### src/rtl/instr_fetch_pkg.sv
// rtl/instr_fetch_pkg.sv - shared state encodings and FIFO entry layout for instr_fetch
package instr_fetch_pkg;

  typedef enum logic [1:0] {
    FETCH_VEC_LO   = 2'd0,
    FETCH_VEC_HI   = 2'd1,
    FETCH_VEC_WAIT = 2'd2,
    FETCH_RUN      = 2'd3
  } fetch_state_e;

  localparam int FETCH_ENTRY_SZ = 24;

  // Data byte in the upper bits, source address below it.
  typedef struct packed {
    logic [7:0]  data;
    logic [15:0] pc;
  } fetch_entry_t;

endpackage

### src/rtl/fetch_fifo.sv
// rtl/fetch_fifo.sv - small synchronous FIFO with flush for fetched instruction bytes
module fetch_fifo #(
  parameter int WIDTH = 24,
  parameter int DEPTH = 4
) (
  input  logic                       clk,
  input  logic                       rst,
  input  logic                       flush,
  input  logic                       push,
  input  logic [WIDTH-1:0]           din,
  input  logic                       pop,
  output logic [WIDTH-1:0]           dout,
  output logic                       empty,
  output logic [$clog2(DEPTH):0]     count
);

  localparam int AW = $clog2(DEPTH);
  localparam int CW = AW + 1;

  logic [WIDTH-1:0] mem_q [DEPTH];
  logic [AW-1:0]    wr_ptr_q;
  logic [AW-1:0]    rd_ptr_q;
  logic [CW-1:0]    count_q;
  logic             do_push;
  logic             do_pop;

  assign do_push = push && !flush;
  assign do_pop  = pop && !flush && (count_q != '0);

  // Storage, pointers and occupancy; flush wins over any push/pop that cycle.
  always_ff @(posedge clk or negedge rst) begin
    if (!rst) begin
      for (int i = 0; i < DEPTH; i++) begin
        mem_q[i] <= '0;
      end
      wr_ptr_q <= '0;
      rd_ptr_q <= '0;
      count_q  <= '0;
    end else if (flush) begin
      wr_ptr_q <= '0;
      rd_ptr_q <= '0;
      count_q  <= '0;
    end else begin
      if (do_push) begin
        mem_q[wr_ptr_q] <= din;
        wr_ptr_q        <= wr_ptr_q + AW'(1);
      end
      if (do_pop) begin
        rd_ptr_q <= rd_ptr_q + AW'(1);
      end
      case ({do_push, do_pop})
        2'b10:   count_q <= count_q + CW'(1);
        2'b01:   count_q <= count_q - CW'(1);
        default: count_q <= count_q;
      endcase
    end
  end

  assign dout  = mem_q[rd_ptr_q];
  assign empty = (count_q == '0);
  assign count = count_q;

endmodule

### src/rtl/instr_fetch.sv
// rtl/instr_fetch.sv - reset-vector load and byte-stream instruction fetch into the frontend
module instr_fetch
  import instr_fetch_pkg::*;
#(
  parameter int          DEPTH    = 4,
  parameter logic [15:0] VEC_ADDR = 16'hFFFC
) (
  input  logic        clk,
  input  logic        rst,
  output logic [15:0] addr_i,
  input  logic [7:0]  din_i,
  output logic [7:0]  instr,
  output logic [15:0] instr_pc,
  output logic        instr_valid,
  input  logic        instr_ready,
  input  logic        redirect,
  input  logic [15:0] redirect_pc
);

  localparam int          CW          = $clog2(DEPTH) + 1;
  localparam logic [15:0] VEC_ADDR_HI = VEC_ADDR + 16'd1;

  fetch_state_e  state_q;
  logic [15:0]   fetch_pc_q;
  logic [15:0]   resp_pc_q;
  logic [15:0]   addr_q;
  logic          inflight_q;

  logic [CW-1:0] fifo_count;
  logic          fifo_empty;
  logic [CW:0]   occupancy;
  logic          issue;
  logic          pop;
  logic          push;
  logic [15:0]   fetch_pc_d;
  fetch_entry_t  push_entry;
  fetch_entry_t  head;

  // Conservative credit: a byte already in flight reserves a slot, pops give no credit.
  assign occupancy  = {1'b0, fifo_count} + {{CW{1'b0}}, inflight_q};
  assign issue      = (state_q == FETCH_RUN) && !redirect && (occupancy < (CW+1)'(DEPTH));
  assign fetch_pc_d = fetch_pc_q + 16'd1;

  assign push       = inflight_q && !redirect;
  assign push_entry = '{data: din_i, pc: resp_pc_q};

  assign instr_valid = !fifo_empty && !redirect;
  assign pop         = instr_valid && instr_ready;

  assign addr_i   = addr_q;
  assign instr    = head.data;
  assign instr_pc = head.pc;

  // Vector load, fetch sequencing and registered memory address; redirect overrides all.
  always_ff @(posedge clk or negedge rst) begin
    if (!rst) begin
      state_q    <= FETCH_VEC_LO;
      fetch_pc_q <= '0;
      resp_pc_q  <= '0;
      inflight_q <= 1'b0;
      addr_q     <= VEC_ADDR;
    end else if (redirect) begin
      state_q    <= FETCH_RUN;
      fetch_pc_q <= redirect_pc;
      inflight_q <= 1'b0;
      addr_q     <= redirect_pc;
    end else begin
      case (state_q)
        FETCH_VEC_LO: begin
          state_q <= FETCH_VEC_HI;
          addr_q  <= VEC_ADDR_HI;
        end
        FETCH_VEC_HI: begin
          fetch_pc_q[7:0] <= din_i;
          state_q         <= FETCH_VEC_WAIT;
        end
        FETCH_VEC_WAIT: begin
          fetch_pc_q[15:8] <= din_i;
          state_q          <= FETCH_RUN;
          addr_q           <= {din_i, fetch_pc_q[7:0]};
        end
        FETCH_RUN: begin
          inflight_q <= issue;
          if (issue) begin
            resp_pc_q  <= fetch_pc_q;
            fetch_pc_q <= fetch_pc_d;
            addr_q     <= fetch_pc_d;
          end
        end
        default: state_q <= FETCH_VEC_LO;
      endcase
    end
  end

  fetch_fifo #(
    .WIDTH (FETCH_ENTRY_SZ),
    .DEPTH (DEPTH)
  ) u_fifo (
    .clk   (clk),
    .rst   (rst),
    .flush (redirect),
    .push  (push),
    .din   (push_entry),
    .pop   (pop),
    .dout  (head),
    .empty (fifo_empty),
    .count (fifo_count)
  );

endmodule

### config.mk
export PLATFORM = sky130hd
export DESIGN_NAME = instr_fetch
export DESIGN_NICKNAME = d
export VERILOG_FILES = /design/src/rtl/instr_fetch_pkg.sv /design/src/rtl/fetch_fifo.sv /design/src/rtl/instr_fetch.sv
export SDC_FILE = /design/constraint.sdc
export NUM_CORES = 1
export LEC_CHECK = 0
export BUFFER_PORTS_ARGS = -buffer_cell sky130_fd_sc_hd__clkbuf_2
export CAP_MARGIN = 15
export CELL_PAD_IN_SITES_DETAIL_PLACEMENT = 1
export CELL_PAD_IN_SITES_GLOBAL_PLACEMENT = 1
export CORE_ASPECT_RATIO = 2
export CORE_MARGIN = 8
export CORE_UTILIZATION = 26
export CTS_CLUSTER_SIZE = 12
export DETAILED_ROUTE_END_ITERATION = 8
export HOLD_SLACK_MARGIN = 0.06
export PLACE_DENSITY = 0.56
export SYNTH_ARGS = -nofsm -noshare
export SYNTH_HDL_FRONTEND = slang
export SYNTH_HIERARCHICAL = 1
export SYNTH_SLANG_ARGS = --single-unit
export TNS_END_PERCENT = 20
### constraint.sdc
create_clock -name clk -period 3.35 [get_ports clk]
set_input_delay 0.67 -clock clk [delete_from_list [all_inputs] [get_ports clk]]
set_output_delay 0.67 -clock clk [all_outputs]
set_load 0.03 [all_outputs]
==> results.py <==
metrics = {
    "power_and_ir_drop": {
        "p_total_mw": 5.62,
        "peakVddDrop_mv": 0.360,
        "powerDensity_nw_per_um2": 620,
        "p_leak_nw": 4.06,
    },
    "logic_synthesis": {
        "synth_top_area_share_pct": 44.9,
        "yosysWarnings": 6,
        "synth_area_per_cell_um2": 12.8,
        "yosysTopAreaCell": "dfrtp_1",
        "async_flop_share_pct": 100,
        "synthDistinctLibCells": 65,
        "synth.net_count": 648,
        "synth_commonest_cells": "dfrtp_1, mux2_2, a21oi_1",
        "yosysMostFrequentCell": "dfrtp_1",
        "ys.flop_type": "dfrtp_1",
        "yosys_register_bits": 154,
        "synth_cells": 609,
        "ys_seq_area_share_pct": 49.6,
        "synth_area_leaders": "dfrtp_1, mux2_2, mux4_2",
        "synth_edf_count": 0,
        "netlist_area_um2": 7800,
    },
    "floorplanning": {
        "start_util_pct": 26.2,
        "die_area_um2": 36200,
        "ioPinCount": 69,
        "die_w_um": 139,
        "fp-row-count": 90,
        "coreArea_um2": 29800,
        "die_height_um": 261,
    },
    "routing": {
        "route.met2.wl_um": 10700,
        "top_layer": "met4",
        "route.detailed.wl_per_inst_um": 20.3,
        "drtIter0Drc": 256,
        "ant_nets": 0,
        "drc": 0,
        "first_pass_iters": 4,
        "met3_length_um": 814,
        "vias_per_cell": 5.01,
        "wl_met1_um": 9530,
        "num_vias": 5236,
        "wl_um": 21300,
    },
    "placement": {
        "dpl_cell_area_um2": 8430,
        "gp_congestion": 0.834,
        "port_buffers": 68,
        "dp_hpwl_um": 14900,
    },
    "timing": {
        "post-route-period-util_pct": 83.7,
        "slew_headroom_pct": 57.7,
        "tns_ns": 0,
        "worst_slew_pin_slew_ns": 0.635,
        "slew_violations": 0,
        "period_minus_slack_ns": 2.80,
        "clock-skew-final_ns": 0.0125,
        "rsz0062_at_grt": "no",
        "hold_viol_final": 0,
        "finalSetupViolCount": 0,
        "max_clock_freq_mhz": 357,
    },
    "global_route": {
        "overflow": 0,
        "grt_pass1_wl_um": 34600,
        "grt_max_degree": 69,
        "track_usage_pct": 12.2,
        "antenna_found_initial": 0,
        "grt_pass1_vias": 5851,
    },
    "clock_tree": {
        "cts.htree.levels": 4,
        "cts.sinks": 154,
        "post_cts_buffers": 0,
        "cts_tree": "built",
        "cts_buffers": 17,
        "cts.clk_slew.worst_paths_ns": 0.07,
        "clock_latency_ns": 0.44,
        "cts_hold_buf": 0,
        "clock_tree.buffer_depth": 2,
        "clockRootBuffer": "clkbuf_16",
        "cts_resized": 0,
    },
    "hold_path": {
        "hold_path.class": "primary input to async pin",
    },
    "worst_setup_path": {
        "slowest_stage": "dfrtp_2",
        "critPathKind": "flop to primary output",
        "path_max_fanout": 15,
        "cp_cell_sequence": "buf_12, mux4_2, clkbuf_2",
        "cp-start-kind": "flop",
        "timing.critical_path.to_type": "primary output",
        "arrival_ns": 2.13,
        "required_ns": 2.68,
        "cp_num_buf_inv": 2,
        "critical-path-max-stage-delay_ns": 0.67,
        "cp_top_family": "flip-flops",
    },
    "cells_and_area": {
        "final-seq-area_um2": 3870,
        "layout.cell_area.non_filler_um2": 9060,
        "multiInputGateArea_um2": 3580,
        "drive_gt1_share_pct": 40.9,
        "n_antenna_cell": 0,
        "final_nets": 704,
        "syn_to_final_growth_pct": 16.1,
        "fill_cells": 3249,
    },
    "run_status": {
        "status": "finished clean",
    },
    "job": {
        "drv_cap": 0,
    },
}
flip-flops by register name, summed over array words and instances, names as in the netlist:
register	flops
state_q	2
addr_i	16
resp_pc_q	16
u_fifo/count	3
fetch_pc_q	16
u_fifo/wr_ptr_q	2
u_fifo/rd_ptr_q	2
inflight_q	1
u_fifo/mem_q	96
report_power, final:
part	switching, mW	internal [mW]	leakage, nW
clock	0.847	1.24	0.305
combinational	0.592	0.516	1.83
sequential	0.239	2.19	1.93
per-stage QoR:
stage	utilization, %	setup slack [ns]	hold slack (ns)	std cells
after floorplan	-	0.0119	0.374	609
after global placement	28.3	0.727	0.477	1014
after detailed placement	28.3	0.621	0.480	1014
after CTS	30.4	0.470	0.261	1046
after global routing	30.4	0.412	0.275	1046
final	30.4	0.548	0.246	1046
final timing paths:
check	from	to	slack, ns	cells after the start
worst max-delay path	u_fifo/rd_ptr_q[0]	instr_pc[8]	0.55	3
worst min-delay path	rst	u_fifo/mem_q[33]	0.25	1
worst max register to register	u_fifo/count[0]	u_fifo/count[2]	0.67	9
worst min register to register	addr_i[1]	addr_i[1]	0.49	2
max in group asynchronous	rst	addr_i[2]	2.30	2
min in group clk	redirect_pc[4]	fetch_pc_q[4]	0.46	3
cell type report:
| class | count | area share [%] |
|---|---|---|
| flip-flops and latches | 154 | 42.7 |
| multi-input cells | 400 | 39.5 |
| repair buffers | 82 | 5.26 |
| well taps | 368 | 5.08 |
| clock buffers | 19 | 5.00 |
| clock inverters | 13 | 1.99 |
| inverters | 10 | 0.414 |
layout by cell type, fill, tap and decap left out, types with 14 or more instances in the layout:
master,count
mux2_2,94
mux2_4,18
clkbuf_16,17
clkbuf_2,67
nand2_1,28
dfrtp_1,139
dfstp_2,14
nor2_1,32
mux4_2,24
o21ai_0,20
a21oi_1,35
per-layer routing:
layer  global-route usage, %  vias up
li1                        -     2367
met1                    15.3     2759
met2                    20.5       91
met3                    2.76       19
met4                    3.43        0
met5                       0        -
kinds of logic (layout without fill, tap and decap cells):
family	Yosys count	count (layout)	synth area share, %
buffers and inverters	55	124	4.47
adders and majority gates	11	11	1.86
muxes	138	138	24.2
DFF	154	154	49.6
xor gates and xnor gates	14	14	1.57
AOI/OAI and AO/OA	124	124	10.6
and+or+nand+nor	113	113	7.68
Power figures use the tool's default switching activity.
